### src/rtl/multi_timer.sv
// Multi-channel down-counter timer: one-shot or periodic reload, sticky write-1-to-clear
// pending flags and per-channel interrupt masks behind a word-addressed register bus.
module multi_timer #(
   parameter int NCH = 2,
   parameter int CW  = 32
) (
   input  logic           clk,
   input  logic           reset,
   input  logic [31:2]    Addr,
   input  logic           WE,
   input  logic [31:0]    Din,
   output logic [31:0]    Dout,
   output logic           IRQ,
   output logic [NCH-1:0] irq_vec
);

   typedef enum logic [1:0] {S_IDLE, S_LOAD, S_CNT, S_INT} state_t;

   localparam logic [1:0] R_CTRL   = 2'd0;
   localparam logic [1:0] R_PRESET = 2'd1;
   localparam logic [1:0] R_COUNT  = 2'd2;
   localparam logic [1:0] R_STATUS = 2'd3;

   localparam int CTRL_EN = 0;
   localparam int CTRL_IM = 3;

   logic [1:0]    sel_ch;
   logic [1:0]    sel_reg;
   logic          unused_bits;

   state_t        state  [NCH];
   logic [3:0]    ctrl   [NCH];
   logic [CW-1:0] preset [NCH];
   logic [CW-1:0] count  [NCH];
   logic          pend   [NCH];

   assign sel_ch      = Addr[5:4];
   assign sel_reg     = Addr[3:2];
   assign unused_bits = ^{Addr[31:6], Din[31:4]};

   always_ff @(posedge clk) begin
      if (reset) begin
         // NOTE: every channel register is reset, not only the FSM, because any of them
         // may be read straight after reset and must return zero.
         for (int i = 0; i < NCH; i++) begin
            state[i]  <= S_IDLE;
            ctrl[i]   <= '0;
            preset[i] <= '0;
            count[i]  <= '0;
            pend[i]   <= 1'b0;
         end
      end else begin
         for (int i = 0; i < NCH; i++) begin
            if (WE && sel_ch == 2'(i)) begin
               // A bus write to this channel takes priority and freezes its FSM this cycle.
               // NOTE: non-blocking assignments so every channel sees pre-edge values.
               case (sel_reg)
                  R_CTRL:   ctrl[i]   <= Din[3:0];
                  R_PRESET: preset[i] <= Din[CW-1:0];
                  R_STATUS: if (Din[0]) pend[i] <= 1'b0;
                  default:  ;
               endcase
            end else begin
               case (state[i])
                  S_IDLE: if (ctrl[i][CTRL_EN]) state[i] <= S_LOAD;
                  S_LOAD: begin
                     count[i] <= preset[i];
                     state[i] <= S_CNT;
                  end
                  S_CNT: begin
                     if (!ctrl[i][CTRL_EN]) begin
                        state[i] <= S_IDLE;
                     end else if (count[i] > CW'(1)) begin
                        count[i] <= count[i] - CW'(1);
                     end else begin
                        count[i] <= '0;
                        pend[i]  <= 1'b1;
                        state[i] <= S_INT;
                     end
                  end
                  S_INT: begin
                     // Only MODE=01 reloads; the reserved 1x encodings behave as one-shot.
                     if (ctrl[i][2:1] == 2'b01) begin
                        state[i] <= S_LOAD;
                     end else begin
                        ctrl[i][CTRL_EN] <= 1'b0;
                        state[i]         <= S_IDLE;
                     end
                  end
               endcase
            end
         end
      end
   end

   always_comb begin
      // NOTE: default assigned first so no mux path leaves Dout unassigned (no latch).
      Dout = '0;
      for (int i = 0; i < NCH; i++) begin
         if (sel_ch == 2'(i)) begin
            case (sel_reg)
               R_CTRL:   Dout = {28'h0, ctrl[i]};
               R_PRESET: Dout = 32'(preset[i]);
               R_COUNT:  Dout = 32'(count[i]);
               R_STATUS: Dout = {30'h0, (state[i] == S_CNT), pend[i]};
            endcase
         end
      end
   end

   always_comb begin
      irq_vec = '0;
      for (int i = 0; i < NCH; i++) irq_vec[i] = pend[i] & ctrl[i][CTRL_IM];
   end

   assign IRQ = |irq_vec;

endmodule

### config.mk
export PLATFORM = sky130hd
export DESIGN_NAME = multi_timer
export DESIGN_NICKNAME = d
export VERILOG_FILES = /design/src/rtl/multi_timer.sv
export SDC_FILE = /design/constraint.sdc
export NUM_CORES = 1
export LEC_CHECK = 0
export ABC_AREA = 1
export CAP_MARGIN = 20
export CORE_MARGIN = 2
export CORE_UTILIZATION = 55
export DETAILED_ROUTE_END_ITERATION = 8
export DONT_BUFFER_PORTS = 1
export PLACE_DENSITY = 0.7
export SLEW_MARGIN = 20
export SYNTH_ARGS = -nofsm -noshare
export SYNTH_HDL_FRONTEND = slang
export SYNTH_SLANG_ARGS = --single-unit
### constraint.sdc
create_clock -name clk -period 9.55 [get_ports clk]
set_input_delay 2.865 -clock clk [delete_from_list [all_inputs] [get_ports clk]]
set_output_delay 2.865 -clock clk [all_outputs]
set_load 0.1 [all_outputs]
## After elaboration in Yosys (flattened, before gate mapping)

Memories as Yosys holds them, arrays and structs flattened.
Cells that the tools add are included.

- Muxes and demuxes: 128
- Add/sub/neg operators: 2
- Order comparisons: 2
- Reductions and logical operators: 7
- Equality and inequality tests: 12
- Bitwise operators: 30

Operator list:

| kind | number |
|---|---|
| 2-to-1 mux 32 bit | 10 |
| case mux 32 bit (4 select lines) | 2 |
| 2-to-1 mux 1 bit | 102 |
| > comparator 32 x 1 -> 1 bit, second input constant | 2 |
| subtractor 32 x 1 -> 32 bit, second input constant | 2 |
| bitwise OR 1 bit | 28 |
| 2-to-1 mux 2 bit | 12 |
| equality test 2 x 1 -> 1 bit, second input constant | 6 |
| equality test 2 bit, second input constant | 6 |
| logical NOT 2 bit | 4 |
| 2-to-1 mux 4 bit | 2 |
| bitwise AND 1 bit | 2 |
| logical AND 1 bit | 2 |
| OR reduction 2 bit | 1 |

- Logic and storage cells: 186
- Bits of input ports: 65
- Memory bits (writable): 142
- Output and inout port bits: 35
- Memories: 5
- Bits in registers: 0

Memory list:

| name | depth | width | read ports | clocked after memory_dff | write ports | line | text |
|---|---|---|---|---|---|---|---|
| count | 2 | 32 | 2 | 0 | 2 | 34 | `logic [CW-1:0] count [NCH];` |
| preset | 2 | 32 | 2 | 0 | 2 | 33 | `logic [CW-1:0] preset [NCH];` |
| ctrl | 2 | 4 | 2 | 0 | 2 | 32 | `logic [3:0] ctrl [NCH];` |
| state | 2 | 2 | 2 | 0 | 2 | 31 | `state_t state [NCH];` |
| pend | 2 | 1 | 2 | 0 | 2 | 35 | `logic pend [NCH];` |

## Logic depth before layout (Yosys ltp)

- Depth in word-level cells: 11
- Depth in mapped cells: 12
- Gate-level depth less buffers: 11

## Least setup slack after synthesis

Ideal clock, no wire load.

- Path kind: input -> output
- From: in Addr[3] (netlist bit)
- To: out Dout[0]
- Buffers on the path: 1
- Cell stages on the path: 7
- Required time: 6.685 ns
- Setup slack: 1.046 ns
- Data arrival time: 5.639 ns
- Cell sequence: inv_1 nor2_2 inv_1 clkbuf_1 o21ai_0 o22ai_1 o21ai_0

- Word-level cells in the longest chain between the ends: 4
- Elaborated cells between the ends (all ways): 8
- Those cells by class: 3 x eq/ne; 4 x mux; 1 x reduce/logical

Ends and longest elaborated chain:

| item | line | text |
|---|---|---|
| start: declaration | 9 | `input logic [31:2] Addr,` |
| equality test 2 bit, or another cell as far along | 101 | `case (sel_reg)` |
| case mux 32 bit (4 select lines) | 101 |  |
| 2-to-1 mux 32 bit | 100 | `if (sel_ch == 2'(i)) begin` |
| 2-to-1 mux 32 bit * | 100 |  |
| end: declaration | 12 | `output logic [31:0] Dout,` |

Every way passes the cells marked *; elsewhere a longest branch is shown, timed or not.

## Worst setup path in the final report

- From: in Addr[3] (netlist bit)
- To: out Dout[15]

Same word-level chain as after synthesis.

==> results.sh <==
export IMPL_port_buffer_count=0
export IMPL_start_kind="input pin"
export IMPL_timing_hold_worst_path_depth=2
export IMPL_setup_violations_final=0
export IMPL_ys_async_sr_fraction_pct=0
export IMPL_seq_power_share_pct=42.1
export IMPL_drt_antenna_violating_nets=0
export IMPL_cts_resized=0
export IMPL_avgRoutedWirePerCell_um=18.4
export IMPL_post_synth_inst_count=1088
export IMPL_vias_per_cell=5.65
export IMPL_irDropWorstVdd_mv=0.160
export IMPL_floorplan_initialDensity_pct=56.0
export IMPL_antenna_cells_inserted=0
export IMPL_pin_count=100
export IMPL_cts_buffer_depth=2
export IMPL_critical_path_reg2reg_endpoint="count[0][22]"
export IMPL_antenna_found_initial=0
export IMPL_die_w_um=131
export IMPL_power_density_nw_per_um2=226
export IMPL_drtPass1Iterations=6
export IMPL_p_int_mw=1.37
export IMPL_path_depth=9
export IMPL_coreArea_um2=15800
export IMPL_drt_iter0_drc=896
export IMPL_rr_startpoint="state[0][0]"
export IMPL_flow_area_growth_from_synthesis_pct=10.8
export IMPL_num_vias=7549
export IMPL_post_synth_main_area_contributors="sky130_fd_sc_hd__edfxtp_1 (47%), sky130_fd_sc_hd__nand2_1 (9.1%), sky130_fd_sc_hd__nor2_1 (8.5%)"
export IMPL_drc=0
export IMPL_first_global_vias=6916
export IMPL_cts_sinks=142
export IMPL_drive_gt1_share_pct=10.6
export IMPL_unrepaired_setup_endpoints_after_global_routing="false"
export IMPL_cts_repair_timing_setup_buffer_count=0
export IMPL_finalCriticalPeriod_ps=7970
export IMPL_synth_seq_area_share_pct=47.8
export IMPL_path_class="in2out"
export IMPL_final_hold_violation_count=0
export IMPL_number_of_flops_mapped_to_enable_cells_by_yosys=140
export IMPL_power_switching_mw=0.846
export IMPL_netSwitchingFraction_pct=38.1
export IMPL_maxSlewHeadroom_pct=34.8
export IMPL_p_comb_share_pct=30.5
export IMPL_critical_path_max_fanout=25
export IMPL_max_slew_worst_pin_slew_ps=976
export IMPL_p_clk_share_pct=27.4
export IMPL_setup_tns_final_ps=0
export IMPL_routabilityCongestion=0.970
export IMPL_grt_max_degree=37
export IMPL_clk_root_buffer_cell="sky130_fd_sc_hd__clkbuf_16"
export IMPL_grt_total_usage_pct=29.6
export IMPL_grt_first_pass_wirelength_mm=37.6
export IMPL_r2r_slack_ps=6740
export IMPL_die_area_um2=17200
export IMPL_final_slew_violations=0
export IMPL_outcome="finished, final reports clean"
export IMPL_synth_seq_cells=142
export IMPL_critical_path_buf_inv_count=5
export IMPL_final_nets=1178
export IMPL_synth_largest_area_cell="sky130_fd_sc_hd__edfxtp_1"
export IMPL_placement_cell_area_um2=9240
export IMPL_cts_tree="built"
export IMPL_ff2ff_path_depth=8
export IMPL_path_delay_family="buffers and inverters"
export IMPL_ctsHtreeMaxLevel=4
export IMPL_ys_types=45
export IMPL_detailed_place_hpwl_mm=18.0
export IMPL_synth_main_ff_cell="sky130_fd_sc_hd__edfxtp_1"
export IMPL_grt_overflow_total=0
export IMPL_cts_buffers_inserted=17
export IMPL_hold_path_class="reg2reg"
export IMPL_fin_crit_sh_pct=83.5
export IMPL_netlist_area_leader_share_pct=47.4
export IMPL_final_cell_area_um2=9830
export IMPL_hold_path_startpoint="ctrl[1][0]"
export IMPL_cp_cell_sequence="inv_1 > nand2_1 > buf_4 > inv_1 > buf_4 > nand2_1 > o21ai_0 > a22o_1 > buf_4"
export IMPL_crit_path_max_incr_delay_ps=610
export IMPL_worst_path_most_repeated_cell="sky130_fd_sc_hd__buf_4"
export IMPL_power_leakage_nw=4.25
export IMPL_placement_rows=46
export IMPL_worstSetupEndpointType="primary output"
export IMPL_critPathArrivalTime_ps=5110
export IMPL_mean_post_synth_cell_area_um2=8.15
export IMPL_worst_path_max_delay_cell="sky130_fd_sc_hd__inv_1"
export IMPL_timing_fmax_mhz=125
export IMPL_clock_skew_ps=11.3
export IMPL_worst_ep_required_time_ps=6690
export IMPL_syn_area_um2=8870
export IMPL_cts_reportedPaths_clkPinSlew_ps=60
export IMPL_ys_warn_count=0
export IMPL_drv_max_cap_violation_count=0
export IMPL_hold_path_end="ctrl[1][0]"
export IMPL_clk_insertion_delay_late_ps=430
export IMPL_route_final_wire_length_mm=24.5
export IMPL_synth_nets=1157
export IMPL_die_h_um=131
export IMPL_post_cts_hold_buffer_count=0
final cells by class:
type | count | area, µm²
fill | 1398 | 6000
sequential | 142 | 4240
multi-input combinational | 757 | 3870
inverter | 148 | 558
clock buffer | 17 | 425
timing repair buffer | 43 | 358
tap | 216 | 270
clock inverter | 13 | 101
cell usage after synthesis, types with 10 or more instances:
cell	count
sky130_fd_sc_hd__buf_2	17
sky130_fd_sc_hd__nand3_1	77
sky130_fd_sc_hd__o21ai_0	79
sky130_fd_sc_hd__inv_1	143
sky130_fd_sc_hd__nand2_1	216
sky130_fd_sc_hd__xor2_1	49
sky130_fd_sc_hd__o22ai_1	16
sky130_fd_sc_hd__edfxtp_1	140
sky130_fd_sc_hd__a22o_1	29
sky130_fd_sc_hd__nor2_1	202
sky130_fd_sc_hd__o21ai_2	10
sky130_fd_sc_hd__clkbuf_1	15
registers in the layout, summed over array words and instances (netlist names):
name and flops:
count 64, preset 64, ctrl 8, state 4, pend 2
power groups by stage:
stage | Combinational [mW] | Clock (mW) | Sequential, mW
final | 0.678 | 0.607 | 0.934
after global routing | 0.752 | 0.632 | 0.947
after floorplan | 0.533 | 0 | 0.910
after detailed placement | 0.661 | 0 | 0.943
after global placement | 0.651 | 0 | 0.939
after CTS | 0.667 | 0.611 | 0.931
cell families (layout without fill, tap and decap cells):
logic type / count (synthesis) / count (layout) / share of synthesized area, %
simple gates: 542 / 542 / 26.4
buf+inv: 189 / 221 / 8.86
compound gates: 161 / 161 / 11.4
flops: 142 / 142 / 47.8
xor+xnor: 50 / 50 / 4.94
fa+ha+maj: 4 / 4 / 0.564
through the flow:
step	util (%)	std cells	hold slack (ps)	power [mW]	setup slack [ps]
6_report	62.1	1336	561	2.22	1580
5_1_grt	62.1	1336	566	2.33	1500
4_1_cts	61.7	1333	546	2.21	1630
3_5_place_dp	58.4	1303	525	1.60	1640
3_3_place_gp	58.4	1303	547	1.59	1680
2_1_floorplan	-	1088	480	1.44	1050
cells in the final DEF, fill, tap and decap left out, types with 2 or more instances in the layout:
master,n
sky130_fd_sc_hd__nand2_1,216
sky130_fd_sc_hd__nor2_1,202
sky130_fd_sc_hd__inv_1,143
sky130_fd_sc_hd__edfxtp_1,140
sky130_fd_sc_hd__nand3_1,77
sky130_fd_sc_hd__o21ai_0,75
sky130_fd_sc_hd__xor2_1,49
sky130_fd_sc_hd__buf_4,40
sky130_fd_sc_hd__a22o_1,29
sky130_fd_sc_hd__clkbuf_16,17
sky130_fd_sc_hd__o22ai_1,15
sky130_fd_sc_hd__o21ai_2,13
sky130_fd_sc_hd__a21oi_1,9
sky130_fd_sc_hd__nor2_2,8
sky130_fd_sc_hd__nand4_1,8
sky130_fd_sc_hd__nand2_4,7
sky130_fd_sc_hd__nor3_1,7
sky130_fd_sc_hd__nor2_4,6
sky130_fd_sc_hd__o21ai_1,6
sky130_fd_sc_hd__clkinvlp_4,5
sky130_fd_sc_hd__inv_2,4
sky130_fd_sc_hd__ha_1,4
sky130_fd_sc_hd__clkinv_1,4
sky130_fd_sc_hd__a221oi_1,2
sky130_fd_sc_hd__o221ai_1,2
sky130_fd_sc_hd__nand2_2,2
sky130_fd_sc_hd__o31ai_1,2
sky130_fd_sc_hd__o311ai_0,2
sky130_fd_sc_hd__or2_2,2
sky130_fd_sc_hd__clkinv_2,2
sky130_fd_sc_hd__dfxtp_1,2
sky130_fd_sc_hd__buf_8,2
routing by layer:
layer / global-route usage [%] / vias to the layer above / wire length [µm]
li1: - / 3634 / -
met1: 43.7 / 3508 / 11000
met2: 44.4 / 366 / 11000
met3: 6.03 / 41 / 2060
met4: 8.45 / 0 / 484
met5: 0 / - / 0
worst max path at each step:
stage          startpoint  slack (ps)  endpoint
4_1_cts           Addr[3]        1630  Dout[15]
5_1_grt           Addr[3]        1500  Dout[15]
3_3_place_gp      Addr[3]        1680  Dout[13]
2_1_floorplan     Addr[3]        1050   Dout[0]
6_report          Addr[3]        1580  Dout[15]
3_5_place_dp      Addr[3]        1640  Dout[15]
tightest hold or removal path, delay by kind of cell, from the launching register on:
| kind | cells | cell delay, ps |
|---|---|---|
| flops | 1 | 320 |
| compound gates | 2 | 200 |
(Power assumes the default switching activity.)
